===== src/rtl/sr_bank_writer.sv =====
// Purpose : drives S/R inputs of an external SR flip-flop bank until its q feedback equals a requested word.
// Latency : done pulses in the cycle after edge E0+SETTLE+2 (E0 = transfer edge); each retry adds SETTLE+2 cycles.
// Backpress: req_ready only in IDLE; requests presented while busy are ignored, nothing is queued.
//
// Ports:
//   clk, rst            rising-edge clock, asynchronous active-high reset
//   req_valid/req_ready/req_data   target handshake (transfer on valid & ready)
//   q_fb, qb_fb         q / qb feedback from the SR bank
//   s_out, r_out        registered set / reset excitation to the bank (never both 1 on a bit)
//   done                one-cycle completion pulse
//   err_mismatch        with done: q_fb differed from target after all retries
//   err_illegal         with done: some bit showed q_fb == qb_fb at the final check
//   retry_cnt           retries used by the last operation, cleared on transfer
module sr_bank_writer #(
    parameter int WIDTH     = 8,
    parameter int SETTLE    = 1,
    parameter int MAX_RETRY = 2,
    localparam int RW = (MAX_RETRY > 0) ? $clog2(MAX_RETRY + 1) : 1,
    localparam int CW = $clog2(SETTLE + 1)
) (
    input  logic             clk,
    input  logic             rst,
    input  logic             req_valid,
    input  logic [WIDTH-1:0] req_data,
    output logic             req_ready,
    input  logic [WIDTH-1:0] q_fb,
    input  logic [WIDTH-1:0] qb_fb,
    output logic [WIDTH-1:0] s_out,
    output logic [WIDTH-1:0] r_out,
    output logic             done,
    output logic             err_mismatch,
    output logic             err_illegal,
    output logic [RW-1:0]    retry_cnt
);

    typedef enum logic [1:0] {
        IDLE  = 2'd0,
        DRIVE = 2'd1,
        WAIT  = 2'd2,
        CHECK = 2'd3
    } state_t;

    state_t           state_q, state_d;
    logic [WIDTH-1:0] target_q, target_d;
    logic [CW-1:0]    cnt_q, cnt_d;
    logic [WIDTH-1:0] s_d, r_d;
    logic             done_d, mm_d, il_d;
    logic [RW-1:0]    rc_d;

    assign req_ready = (state_q == IDLE) & ~rst;

    always_ff @(posedge clk or posedge rst) begin
        if (rst) begin
            state_q      <= IDLE;
            target_q     <= '0;
            cnt_q        <= '0;
            s_out        <= '0;
            r_out        <= '0;
            done         <= 1'b0;
            err_mismatch <= 1'b0;
            err_illegal  <= 1'b0;
            retry_cnt    <= '0;
        end else begin
            state_q      <= state_d;
            target_q     <= target_d;
            cnt_q        <= cnt_d;
            s_out        <= s_d;
            r_out        <= r_d;
            done         <= done_d;
            err_mismatch <= mm_d;
            err_illegal  <= il_d;
            retry_cnt    <= rc_d;
        end
    end

    // Excitation is only ever t&~q (set) or ~t&q (reset); the two terms are
    // disjoint per bit, so the forbidden 11 code cannot be produced even when
    // the feedback itself is illegal. Every state other than the one-cycle
    // drive pulse falls back to the 00 hold code via the defaults.
    always_comb begin
        state_d  = state_q;
        target_d = target_q;
        cnt_d    = cnt_q;
        s_d      = '0;
        r_d      = '0;
        done_d   = 1'b0;
        mm_d     = err_mismatch;
        il_d     = err_illegal;
        rc_d     = retry_cnt;

        case (state_q)
            IDLE: begin
                if (req_valid) begin
                    target_d = req_data;
                    s_d      = req_data & ~q_fb;
                    r_d      = ~req_data & q_fb;
                    rc_d     = '0;
                    mm_d     = 1'b0;
                    il_d     = 1'b0;
                    state_d  = DRIVE;
                end
            end
            DRIVE: begin
                cnt_d   = CW'(SETTLE);
                state_d = WAIT;
            end
            WAIT: begin
                // Counter was loaded with SETTLE, so WAIT lasts exactly SETTLE cycles.
                if (cnt_q <= CW'(1)) begin
                    state_d = CHECK;
                end else begin
                    cnt_d = cnt_q - CW'(1);
                end
            end
            CHECK: begin
                if ((q_fb == target_q) && (qb_fb == ~target_q)) begin
                    state_d = IDLE;
                    done_d  = 1'b1;
                    mm_d    = 1'b0;
                    il_d    = 1'b0;
                end else if (retry_cnt < RW'(MAX_RETRY)) begin
                    rc_d    = retry_cnt + RW'(1);
                    s_d     = target_q & ~q_fb;
                    r_d     = ~target_q & q_fb;
                    state_d = DRIVE;
                end else begin
                    state_d = IDLE;
                    done_d  = 1'b1;
                    mm_d    = (q_fb != target_q);
                    il_d    = |(~(q_fb ^ qb_fb));
                end
            end
            default: state_d = IDLE;
        endcase
    end

endmodule


===== config.mk =====
export PLATFORM = sky130hd
export DESIGN_NAME = sr_bank_writer
export DESIGN_NICKNAME = d
export VERILOG_FILES = /design/src/rtl/sr_bank_writer.sv
export SDC_FILE = /design/constraint.sdc
export NUM_CORES = 1
export LEC_CHECK = 0
export BUFFER_PORTS_ARGS = -buffer_cell sky130_fd_sc_hd__buf_2
export CELL_PAD_IN_SITES_DETAIL_PLACEMENT = 0
export CELL_PAD_IN_SITES_GLOBAL_PLACEMENT = 1
export CORE_MARGIN = 5
export CORE_UTILIZATION = 35
export DETAILED_ROUTE_END_ITERATION = 16
export PLACE_DENSITY_LB_ADDON = 0.1
export SYNTH_ARGS = -nofsm -noshare
export SYNTH_HDL_FRONTEND = slang
export SYNTH_SLANG_ARGS = --single-unit

===== constraint.sdc =====
create_clock -name clk -period 4.4 [get_ports clk]
set_clock_uncertainty 0.1 [all_clocks]
set_input_delay 0.44 -clock clk [delete_from_list [all_inputs] [get_ports clk]]
set_output_delay 0.44 -clock clk [all_outputs]
set_load 0.005 [all_outputs]

==> impl_metrics.ini <==
[status]
status = completed

[cells_and_area]
areaGrowthSynthToFinish_pct = 21.81
final_common_cell = buf_2
utilization_pct = 43.10
drive_gt1_share_pct = 26.79
antenna_cells = 0
fill_cells = 502
final_cell_mix = 48 x buf_2, 31 x dfrtp_1, 28 x inv_1
multi_input_area_sq_um = 875.8
finish.instance_area_sq_um = 2173
seq_area_sq_um = 775.7
fin_nets = 268

[timing]
finalHoldViolCount = 0
worst_slew_pin_slew_ns = 1.178
maxSlewHeadroom_pct = 21.17
fin_crit_sh_pct = 58.19
setup_viol = 0
fmax_mhz = 390.6
setup-tns-final_ns = 0
maxSlewViolCount = 0
rsz0062_at_grt = false
post-route-min-period_ns = 2.560
fin_ws_ns = 1.840

[setup_path]
worst-endpoint-required_ns = 4.51
worst-setup-path-type = flip-flop to flip-flop
cp.arrival_ns = 2.67
cp-end-kind = flip-flop
startpoint_type = flip-flop
cp_max_fo = 17
r2r_setup_slack_ns = 1.84
rr_startpoint = state_q[0]$_DFFE_PP0P_
r2r_cells = 5
rr_endpoint = r_out[3]$_DFF_PP0_

[power_and_ir_drop]
ir_drop_v = 0.0001622
p_leak_nw = 1.162
power.total_mw = 1.123
power_density_nw_per_um2 = 516.6

[floorplan]
core-area_sq_um = 5042
fp.dieArea_sq_um = 6626
io_pins = 49
die_w_um = 81.40
fp-row-count = 26
start_util_pct = 35.38
die_h_um = 81.40

[grt]
grt_max_degree = 32
grt_usage_pct = 14.42
use_met1_pct = 17.23
grt_pass1_wl_mm = 7.038
grt_use_met2_pct = 24.02
grt.busiest_layer = met2
grt_pass1_vias = 1481
antenna_found_initial = 0
overflow = 0
use_met3_pct = 5.432

[cts]
cts_hold_buf = 0
h-tree-depth = 2
clk_latency_ns = 0.28
cts_root_buf = clkbuf_8
clockBufferDepth = 2
cts-buffers-inserted = 5
postCtsSetupBuffers = 0
cts_tree = done
ctsResizeCount = 0
clk_pin_slew_ns = 0.06
clock-sinks = 31

[worst_hold_path]
worstHoldPathType = primary input to asynchronous set/reset pin

[yosys]
synth_top_family_by_area = compound AO/OA/AOI/OAI gates
synth_seq_cells = 31
ys.flop_type = dfrtp_1
synth_area_sq_um = 1784
synth_compound_area_share_pct = 15.50
synth_cells = 171
synth-xor-area-share_pct = 7.854
async_flop_share_pct = 100.0
syn_nets = 216
avgSynthCellArea_sq_um = 10.43
ys_warn_count = 0
synth-adder-area-share_pct = 12.62
seq_area_frac_synth_pct = 43.48
synthSimpleGateAreaFrac_pct = 12.55
ys_types = 30
synth.mux.area_fraction_pct = 0.5610
synth_edf_count = 0

[detailed_routing]
via_count = 1391
wirelength_mm = 4.301
ant_nets = 0
drcViolationCount = 0
firstDrtPassIters = 4
viasPerCell = 4.731
drtIter0Drc = 55
routedWlPerCell_um = 14.63

[placed_design]
hpwl_mm = 3.270
pre_cts_ws_ns = 1.807
gp_congestion = 0.7915
dpl_cell_area_sq_um = 2092
port_buffers = 48

[flow_run]
maxCapViolCount = 0
sequential cells by signal, indices dropped and copies added (netlist names):
name / cells
state_q: 2
retry_cnt: 2
s_out: 8
target_q: 8
done: 1
r_out: 8
err_mismatch: 1
err_illegal: 1
through the flow:
stage,cells,hold slack [ns]
finish,294,0.1448
global route,294,0.1797
CTS,294,0.1576
detailed placement,286,0.4426
global placement,286,0.4216
floorplan,171,0.4019
metal layers:
layer,vias up,part of all wire (%)
met4,0,1.1
met3,5,5.8
li1,690,-
met2,36,50
met1,660,43
met5,-,0
critical path, stage by stage, from the launching register on:
cell and delay, ns:
dfrtp_1 0.41, inv_1 0.09, ha_1 0.25, nand2_1 0.32, nor2_1 1.00, a32o_1 0.32
power by group:
part           leakage [nW]  internal, mW  switching (mW)  total (mW)
clock                0.0422         0.111           0.103       0.214
combinational         0.707         0.196           0.267       0.463
sequential            0.413         0.371          0.0737       0.445
cell type report:
class | count | share of cell area, %
Inverter | 28 | 4.836
Clock inverter | 1 | 0.2303
Sequential cell | 31 | 35.69
Timing Repair Buffer | 49 | 11.40
Tap cell | 70 | 4.030
Multi-Input combinational cell | 108 | 40.30
Clock buffer | 7 | 3.512
logic make-up (layout without fill, tap and decap cells):
kind of cell,count (synthesis),count (layout)
compound gates,37,37
flops,31,31
xor+xnor,16,16
simple gates,36,36
mux,1,1
fa+ha+maj,18,18
buf+inv,32,85
synth_stat cells (2+ instances only):
cell | instances | area, sq um
xor2_1 | 8 | 70.07
o21ai_0 | 11 | 55.05
o21ai_1 | 4 | 20.02
a21o_1 | 2 | 15.01
dfrtp_1 | 31 | 775.7
inv_1 | 28 | 105.1
nor2b_1 | 2 | 12.51
xnor2_1 | 8 | 70.07
nor2_1 | 2 | 7.510
nand2_1 | 15 | 56.30
nand3_1 | 5 | 25.02
nand4_1 | 2 | 12.51
nor4_1 | 2 | 12.51
ha_1 | 18 | 225.2
nand2b_1 | 3 | 18.77
a32o_1 | 16 | 160.2
worst max path at each step:
stage	cells past startpoint	endpoint	from
2_1_floorplan	8	r_out[2]$_DFF_PP0_	q_fb[6]
3_3_place_gp	5	r_out[5]$_DFF_PP0_	state_q[0]$_DFFE_PP0P_
3_5_place_dp	5	s_out[7]$_DFF_PP0_	state_q[0]$_DFFE_PP0P_
4_1_cts	5	s_out[7]$_DFF_PP0_	state_q[0]$_DFFE_PP0P_
5_1_grt	5	s_out[7]$_DFF_PP0_	state_q[0]$_DFFE_PP0P_
6_report	5	r_out[3]$_DFF_PP0_	state_q[0]$_DFFE_PP0P_
Power figures use the tool's default switching activity.
